## src/rtl/alu_sched_pkg.sv

```systemverilog
// Shared types and constants for the two-requester ALU scheduler.
// Op codes describe the ALU the parent attaches; the scheduler only forwards them.
package alu_sched_pkg;

    localparam int OP_W   = 5;
    localparam int DATA_W = 32;
    localparam int CNT_W  = 4;

    typedef enum logic [1:0] {
        ST_IDLE  = 2'd0,
        ST_ISSUE = 2'd1,
        ST_WAIT  = 2'd2,
        ST_DONE  = 2'd3
    } state_e;

    typedef logic [OP_W-1:0]   op_t;
    typedef logic [DATA_W-1:0] data_t;

    localparam op_t OP_ADD = 5'd0;
    localparam op_t OP_SUB = 5'd1;
    localparam op_t OP_AND = 5'd2;
    localparam op_t OP_OR  = 5'd3;
    localparam op_t OP_XOR = 5'd4;
    localparam op_t OP_SLL = 5'd5;
    localparam op_t OP_SRL = 5'd6;
    localparam op_t OP_BEQ = 5'd7;
    localparam op_t OP_BNE = 5'd8;

    function automatic logic op_is_valid(input op_t op);
        return op <= OP_BNE;
    endfunction

endpackage

```

## src/rtl/alu_sched.sv

```systemverilog
// Round-robin scheduler sharing one external ALU between two requesters.
// Every output comes straight from a flop; the ALU itself lives in the parent.
module alu_sched
    import alu_sched_pkg::*;
#(
    parameter int unsigned TIMEOUT = 15
) (
    input  logic              clk,
    input  logic              reset_n,
    input  logic              req0,
    input  logic              req1,
    input  logic [OP_W-1:0]   op0,
    input  logic [OP_W-1:0]   op1,
    input  logic [DATA_W-1:0] a0,
    input  logic [DATA_W-1:0] a1,
    input  logic [DATA_W-1:0] b0,
    input  logic [DATA_W-1:0] b1,
    output logic              done0,
    output logic              done1,
    output logic [DATA_W-1:0] result,
    output logic              res_fault,
    output logic              grant_id,
    output logic              alu_available,
    output logic [OP_W-1:0]   alu_op,
    output logic [DATA_W-1:0] alu_in_a,
    output logic [DATA_W-1:0] alu_in_b,
    input  logic [DATA_W-1:0] alu_out,
    input  logic              alu_busy,
    input  logic              alu_fault
);

    localparam logic [CNT_W-1:0] TIMEOUT_CNT = CNT_W'(TIMEOUT);

    state_e            state_q, state_d;
    logic [CNT_W-1:0]  cnt_q, cnt_d;
    logic              grant_id_q, grant_id_d;
    logic              alu_available_q, alu_available_d;
    op_t               alu_op_q, alu_op_d;
    data_t             alu_in_a_q, alu_in_a_d;
    data_t             alu_in_b_q, alu_in_b_d;
    data_t             result_q, result_d;
    logic              res_fault_q, res_fault_d;
    logic              done0_q, done0_d;
    logic              done1_q, done1_d;

    logic              gnt_sel;
    logic [CNT_W-1:0]  cnt_inc;
    logic              finish_ok;
    logic              finish_to;

    always_comb begin
        state_d         = state_q;
        cnt_d           = cnt_q;
        grant_id_d      = grant_id_q;
        alu_available_d = alu_available_q;
        alu_op_d        = alu_op_q;
        alu_in_a_d      = alu_in_a_q;
        alu_in_b_d      = alu_in_b_q;
        result_d        = result_q;
        res_fault_d     = res_fault_q;
        done0_d         = 1'b0;
        done1_d         = 1'b0;
        finish_ok       = 1'b0;
        finish_to       = 1'b0;
        cnt_inc         = cnt_q + 1'b1;
        // A tie goes to whoever was not served last.
        gnt_sel         = (req0 && req1) ? ~grant_id_q : req1;

        case (state_q)
            ST_IDLE: begin
                if (req0 || req1) begin
                    state_d         = ST_ISSUE;
                    cnt_d           = '0;
                    grant_id_d      = gnt_sel;
                    alu_available_d = 1'b1;
                    alu_op_d        = gnt_sel ? op1 : op0;
                    alu_in_a_d      = gnt_sel ? a1 : a0;
                    alu_in_b_d      = gnt_sel ? b1 : b0;
                end
            end
            ST_ISSUE: begin
                cnt_d = cnt_inc;
                if (alu_busy) begin
                    state_d = ST_WAIT;
                end else if (cnt_inc == TIMEOUT_CNT) begin
                    finish_to = 1'b1;
                end
            end
            ST_WAIT: begin
                cnt_d = cnt_inc;
                if (!alu_busy) begin
                    finish_ok = 1'b1;
                end else if (cnt_inc == TIMEOUT_CNT) begin
                    finish_to = 1'b1;
                end
            end
            ST_DONE: begin
                state_d = ST_IDLE;
            end
            default: begin
                state_d = ST_IDLE;
            end
        endcase

        // Dropping alu_available for the DONE cycle is what re-arms the ALU.
        if (finish_ok || finish_to) begin
            state_d         = ST_DONE;
            alu_available_d = 1'b0;
            result_d        = finish_to ? '0 : alu_out;
            res_fault_d     = finish_to ? 1'b1 : alu_fault;
            done0_d         = ~grant_id_q;
            done1_d         = grant_id_q;
        end
    end

    always_ff @(posedge clk or negedge reset_n) begin
        if (!reset_n) begin
            state_q         <= ST_IDLE;
            cnt_q           <= '0;
            grant_id_q      <= 1'b1;
            alu_available_q <= 1'b0;
            alu_op_q        <= '0;
            alu_in_a_q      <= '0;
            alu_in_b_q      <= '0;
            result_q        <= '0;
            res_fault_q     <= 1'b0;
            done0_q         <= 1'b0;
            done1_q         <= 1'b0;
        end else begin
            state_q         <= state_d;
            cnt_q           <= cnt_d;
            grant_id_q      <= grant_id_d;
            alu_available_q <= alu_available_d;
            alu_op_q        <= alu_op_d;
            alu_in_a_q      <= alu_in_a_d;
            alu_in_b_q      <= alu_in_b_d;
            result_q        <= result_d;
            res_fault_q     <= res_fault_d;
            done0_q         <= done0_d;
            done1_q         <= done1_d;
        end
    end

    assign done0         = done0_q;
    assign done1         = done1_q;
    assign result        = result_q;
    assign res_fault     = res_fault_q;
    assign grant_id      = grant_id_q;
    assign alu_available = alu_available_q;
    assign alu_op        = alu_op_q;
    assign alu_in_a      = alu_in_a_q;
    assign alu_in_b      = alu_in_b_q;

endmodule

```

## config.mk

```make
export PLATFORM = sky130hd
export DESIGN_NAME = alu_sched
export DESIGN_NICKNAME = d
export VERILOG_FILES = /design/src/rtl/alu_sched_pkg.sv /design/src/rtl/alu_sched.sv
export SDC_FILE = /design/constraint.sdc
export NUM_CORES = 1
export LEC_CHECK = 0
export ABC_CLOCK_PERIOD_IN_PS = 1650
export CORE_MARGIN = 4
export CORE_UTILIZATION = 25
export DETAILED_ROUTE_END_ITERATION = 8
export PLACE_DENSITY_LB_ADDON = 0.12
export SYNTH_ARGS = -nofsm -noshare
export SYNTH_HDL_FRONTEND = slang
export SYNTH_SLANG_ARGS = --single-unit
```

## constraint.sdc

```tcl
create_clock -name clk -period 1.65 [get_ports clk]
set_clock_uncertainty 0.1 [all_clocks]
set_input_delay 0.495 -clock clk [delete_from_list [all_inputs] [get_ports clk]]
set_output_delay 0.495 -clock clk [all_outputs]
set_load 0.05 [all_outputs]
```

==> flow_summary.json, run 1 <==
{
  "status": "finished with violations",
  "violations": "negative setup slack",
  "fp.coreArea_um2": 20430,
  "syn_nets": 690,
  "required_ns": 1.05,
  "synth_edf_count": 0,
  "p_leak_nw": 4.747,
  "die_h_um": 152.7,
  "avgSynthCellArea_um2": 10.31,
  "drt_first_pass_iters": 4,
  "ant_nets": 0,
  "rows": 52,
  "die_area_um2": 23320,
  "synth_common_cells": "nand2_1, dfrtp_1, o21ai_0",
  "antenna_found_initial": 1,
  "pwr-share-clk_pct": 10.0,
  "reg2reg_slack_ns": -0.07,
  "drive_gt1_share_pct": 32.24,
  "cell_internal_pwr_mw": 12.81,
  "irDropWorstVdd_mv": 0.9816,
  "h-tree-depth": 3,
  "wirelength_um": 21080,
  "synth_top_cell_by_area": "dfrtp_1",
  "cts_tree": "done",
  "yosysMostFrequentCell": "nand2_1",
  "fmax_ghz": 0.5758,
  "grt_max_degree": 71,
  "setup_viol": 23,
  "startpoint": "grant_id",
  "wire_per_inst_um": 18.81,
  "switchingPower_mw": 10.12,
  "r2r-end": "result[20]",
  "cp_top_family": "flip-flops",
  "fin_crit_ns": 1.737,
  "synthTopCellsByArea": "dfrtp_1, mux2i_1, nand2_1, o21ai_0, a21oi_2",
  "drt-initial-drc-count": 159,
  "async_flop_share_pct": 100.0,
  "finalHoldViolations": 0,
  "end_kind": "output pin",
  "route.detailed.drc": 0,
  "avgViaCountPerCell": 4.466,
  "grt_pass1_vias": 5055,
  "start_util_pct": 25.62,
  "clock-sinks": 112,
  "maxSlewViolCount": 0,
  "clk_pin_slew_ns": 0.08,
  "port_buffers": 281,
  "worst_ep_arrival_time_ns": 1.14,
  "yosys_most_used_dff": "dfrtp_1",
  "ys_seq_area_share_pct": 53.56,
  "syn_area_um2": 5235,
  "final_cells": 1121,
  "critPathKind": "reg -> out",
  "path_depth": 2,
  "fin_crit_sh_pct": 105.3,
  "yosysUniqueCellTypes": 41,
  "crit_slowest_cell": "dfstp_2",
  "root_buffer": "clkbuf_16",
  "place_congestion": 0.7913,
  "num_vias": 5006,
  "io_pins": 282,
  "seq_power_share_pct": 23.5,
  "grt_pass1_wl_um": 30010,
  "clkLatencyLatePin_ns": 0.34,
  "finalWorstSetupSlack_ns": -0.08670,
  "sw_frac_of_total_pct": 44.15,
  "hold_class": "in -> async",
  "finalNetCount": 1027,
  "synth_top_area_share_pct": 53.06,
  "placed_cells": 1067,
  "crit_chain": "buf_6 -> buf_12",
  "grt_usage_pct": 16.32,
  "yosysWarningCount": 0,
  "critPathBufInv": 2,
  "numCtsBuffers": 9,
  "endpoint": "grant_id",
  "cts_buffer_depth": 2,
  "p_per_area_nw_per_um2": 2101,
  "combPwrFrac_pct": 66.4,
  "r2r-start": "cnt_q[1]",
  "tightest_slew_ns": 0.3304,
  "ff2ff_path_depth": 6,
  "synth-seq-cells": 112,
  "areaGrowthSynthToFinish_pct": 108.5,
  "drv_cap": 0,
  "cp_max_fo": 5,
  "die_w_um": 152.7,
  "slew_headroom_pct": 77.97,
  "overflow": 0,
  "critPathMaxStageDelay_ns": 0.55,
  "grt_setup_unrepaired": "yes",
  "netlist_instances": 508,
  "dp_hpwl_um": 14600,
  "crit_path_start_kind": "register",
  "dp_slack_ns": -0.4742
}
==> per-layer routing <==
metal	track usage (%)	vias up	share of wire (%)
met4	5.558	0	1.9
met3	3.579	19	4.7
met2	28.89	149	52
met5	0	-	0
li1	-	2407	-
met1	19.59	2431	41
==> cells in the final DEF, fill, tap and decap left out, types with 4 or more instances in the layout <==
cell             Yosys  layout
mux2i_1             70      60
nor2_1               4       4
dfrtp_1            111     111
a21oi_4              2       4
clkbuf_16            0      17
mux2i_2              0       7
buf_4                1      28
buf_6                2      18
buf_12               3     123
nand2_1            140     136
o21ai_1              3      37
clkdlybuf4s50_1      0     171
buf_8                0       7
a21oi_2             28      27
o21ai_0             73      35
==> layout make-up <==
| class | instances | area (µm²) |
|---|---|---|
| repair buffers | 361 | 4984 |
| inverters | 4 | 15.01 |
| diodes | 1 | 2.502 |
| well taps | 270 | 337.8 |
| flip-flops and latches | 112 | 2804 |
| clock buffers | 10 | 239.0 |
| multi-input cells | 357 | 2469 |
| fillers | 1766 | 9514 |
| clock inverters | 6 | 65.06 |
==> power groups by stage <==
stage	clock, mW	combinational [mW]	sequential, mW
after floorplan	0	2.64	8.98
after CTS	2.39	14.1	5.40
after global routing	2.50	15.9	5.56
final	2.30	15.2	5.40
after detailed placement	0	13.7	5.45
after global placement	0	13.6	5.40
==> cells by family (layout without fill, tap and decap cells) <==
kind of cell | count (synthesis) | in the layout | share of synthesized area, %
AO/OA/AOI/OAI | 122 | 122 | 14.89
adder cells (fa/ha/maj) | 6 | 6 | 1.434
buffers and inverters | 39 | 381 | 4.326
flip-flops | 112 | 112 | 53.56
multiplexers | 71 | 71 | 13.60
other | 0 | 1 | 0
AND/OR/NAND/NOR | 158 | 158 | 12.19
==> sequential cells by signal, summed over array words and instances (netlist names) <==
| signal | cells |
|---|---|
| alu_in_a | 32 |
| alu_in_b | 32 |
| result | 32 |
| alu_op | 5 |
| cnt_q | 4 |
| state_q | 2 |
| alu_available | 1 |
| done0 | 1 |
| done1 | 1 |
| grant_id | 1 |
| res_fault | 1 |
==> repair_timing <==
item | CTS | global route
buffers inserted | 10 | 14
setup endpoints to repair | 109 | 109
endpoints found under the hold margin | 3 | 0
pin swaps | 3 | 9
gates resized for setup | 28 | 93
hold buffers | 1 | 0
cloned | 5 | 12
==> per-stage QoR <==
stage	total power, mW	setup TNS (ns)	hold slack, ns	area, µm²	utilization, %
4_1_cts	21.90	-0.9327	0.3834	10380	50.81
3_5_place_dp	19.17	-47.02	0.2219	9739	47.67
3_3_place_gp	18.96	-44.71	0.2232	9739	47.67
2_1_floorplan	11.62	-0.3810	0.09941	5253	-
5_1_grt	24.00	-3.568	0.4081	10920	53.43
6_report	22.93	-1.229	0.4025	10920	53.43
==> worst min path at each step <==
| stage | start | end | slack (ns) | depth (start not counted) |
|---|---|---|---|---|
| final | reset_n | alu_in_b[24] | 0.40 | 2 |
| after global routing | reset_n | alu_in_b[24] | 0.41 | 2 |
| after CTS | reset_n | alu_in_b[24] | 0.38 | 2 |
| after detailed placement | reset_n | alu_in_b[24] | 0.22 | 1 |
| after global placement | reset_n | alu_in_b[24] | 0.22 | 1 |
| after floorplan | reset_n | alu_available | 0.1 | 0 |
Power figures use the tool's default switching activity.
==> inputs of run 2 (changes only) <==
==> constraint.sdc (replaced) <==
create_clock -name clk -period 1.65 [get_ports clk]
set_clock_uncertainty 0.1 [all_clocks]
set_input_delay 0.165 -clock clk [delete_from_list [all_inputs] [get_ports clk]]
set_output_delay 0.165 -clock clk [all_outputs]
set_load 0.05 [all_outputs]
==> flow_summary.json, run 2 (same netlist as run 1, synthesis figures left out) <==
{
  "slew_headroom_pct": 78.29,
  "p_leak_nw": 4.079,
  "route.detailed.drc": 0,
  "grt_max_degree": 59,
  "place_congestion": 0.8174,
  "io_pins": 282,
  "seqCellArea_um2": 2804,
  "clk_pin_slew_ns": 0.08,
  "wirelength_um": 17730,
  "die_w_um": 152.7,
  "finalHoldViolations": 0,
  "final_cells": 1095,
  "critPathKind": "reg -> reg",
  "areaGrowthSynthToFinish_pct": 70.60,
  "ant_nets": 0,
  "irDropWorstVdd_mv": 0.7479,
  "numCtsBuffers": 9,
  "power_mw": 18.12,
  "grt_usage_pct": 15.15,
  "num_vias": 4772,
  "drt_first_pass_iters": 4,
  "m1WireLength_um": 7139,
  "status": "finished clean",
  "drt-initial-drc-count": 139,
  "multiInputGateArea_um2": 2283,
  "end_kind": "register",
  "crit_slowest_cell": "dfrtp_1",
  "overflow": 0,
  "rows": 52,
  "cp_top_family": "simple AND/OR/NAND/NOR gates",
  "die_h_um": 152.7,
  "final_cell_mix": "clkdlybuf4s50_1, buf_4, nand2_1",
  "cts_tree": "done",
  "fp.coreArea_um2": 20430,
  "die_area_um2": 23320,
  "critPathBufInv": 1,
  "h-tree-depth": 3,
  "cts_buffer_depth": 2,
  "setup-tns-final_ns": 0,
  "wire_per_inst_um": 16.19,
  "fmax_ghz": 0.6176,
  "root_buffer": "clkbuf_16",
  "dp_hpwl_um": 13980,
  "antenna_found_initial": 0,
  "placed_cells": 1075,
  "cp_max_fo": 13,
  "wl_met3_um": 916,
  "clock-sinks": 112,
  "port_buffers": 281,
  "grt_pass1_wl_um": 28260,
  "finalNetCount": 1002,
  "drv_cap": 0,
  "place_area_um2": 8548,
  "wl_met2_um": 9358,
  "num-fill-cells": 2000,
  "setup_viol": 0,
  "layout_commonest_cell": "clkdlybuf4s50_1",
  "drive_gt1_share_pct": 27.39,
  "fin_crit_ns": 1.619,
  "crit_path_start_kind": "register",
  "grt_setup_unrepaired": "yes",
  "required_ns": 1.83,
  "grt_pass1_vias": 5043,
  "clkLatencyLatePin_ns": 0.35,
  "tightest_slew_ns": 0.3256,
  "diodes": 0,
  "start_util_pct": 25.62,
  "crit_chain": "and2_2 -> a211o_1 -> and4_4 -> buf_12 -> a21oi_4",
  "worst_ep_arrival_time_ns": 1.80,
  "maxSlewViolCount": 0,
  "critPathMaxStageDelay_ns": 0.42,
  "hold_class": "in -> async",
  "avgViaCountPerCell": 4.358,
  "fin_crit_sh_pct": 98.12,
  "top_layer_used": "met4",
  "p_per_area_nw_per_um2": 2029,
  "fin_area_um2": 8931
}
[run 2: cell types whose count changed in the layout (fill, tap and decap cells not counted), moves of 7 or more]
cell,previous run,this run
buf_4,28,142
clkbuf_16,17,9
buf_8,7,0
buf_12,123,18
o21ai_1,37,20
buf_6,18,1
o21ai_0,35,54
mux2i_1,60,70
mux2i_2,7,0
[run 2: where the power goes]
part | internal (mW) | switching [mW]
Clock | 1.20 | 1.08
Sequential | 4.05 | 0.710
Combinational | 3.92 | 7.15
Total | 9.17 | 8.95
[run 2: tightest hold or removal path, delay by kind of cell]
family,cells,cell delay (ns)
buffers and inverters,3,0.93
[run 2: worst paths after layout]
| path | end | startpoint | cells after the start | slack (ns) |
|---|---|---|---|---|
| min in group clk | result[0] | alu_out[0] | 3 | 0.25 |
| worst min register to register | alu_in_a[7] | alu_in_a[7] | 2 | 0.38 |
| worst max-delay path | result[14] | cnt_q[3] | 5 | 0.03 |
| worst max register to register | result[14] | cnt_q[3] | 5 | 0.03 |
| worst min-delay path | alu_in_b[14] | reset_n | 3 | 0.25 |
| max in group asynchronous | grant_id | reset_n | 3 | 0.86 |
[run 2: timing repair]
action	4_1_cts	5_1_grt
gates resized for setup	12	20
setup buffers	0	3
pin swaps	1	1
cloned	0	0
endpoints found under the setup margin	38	80
hold endpoints to repair	111	0
hold buffers	1	0
[run 2: area by class of cell]
cell class	count	area share, %
repair buffers	336	35.71
flip-flops and latches	112	31.40
multi-input cells	357	25.57
well taps	270	3.783
clock buffers	10	2.564
clock inverters	6	0.8126
inverters	4	0.1681
[run 2: routing by layer]
layer / GRT usage (%) / up-vias
met5: 0 / -
met4: 4.667 / 0
met3: 3.323 / 15
met2: 27.19 / 150
met1: 18.11 / 2258
li1: - / 2349
[run 2: through the flow]
stage          utilization [%]  setup WS, ns  hold slack [ns]
2_1_floorplan                -      -0.01912          -0.2306
3_3_place_gp             41.84       -0.1818           0.1011
3_5_place_dp             41.84       -0.2133           0.1042
4_1_cts                  43.58       0.01047           0.2219
5_1_grt                  43.72      -0.08165           0.2335
6_report                 43.72       0.03095           0.2460
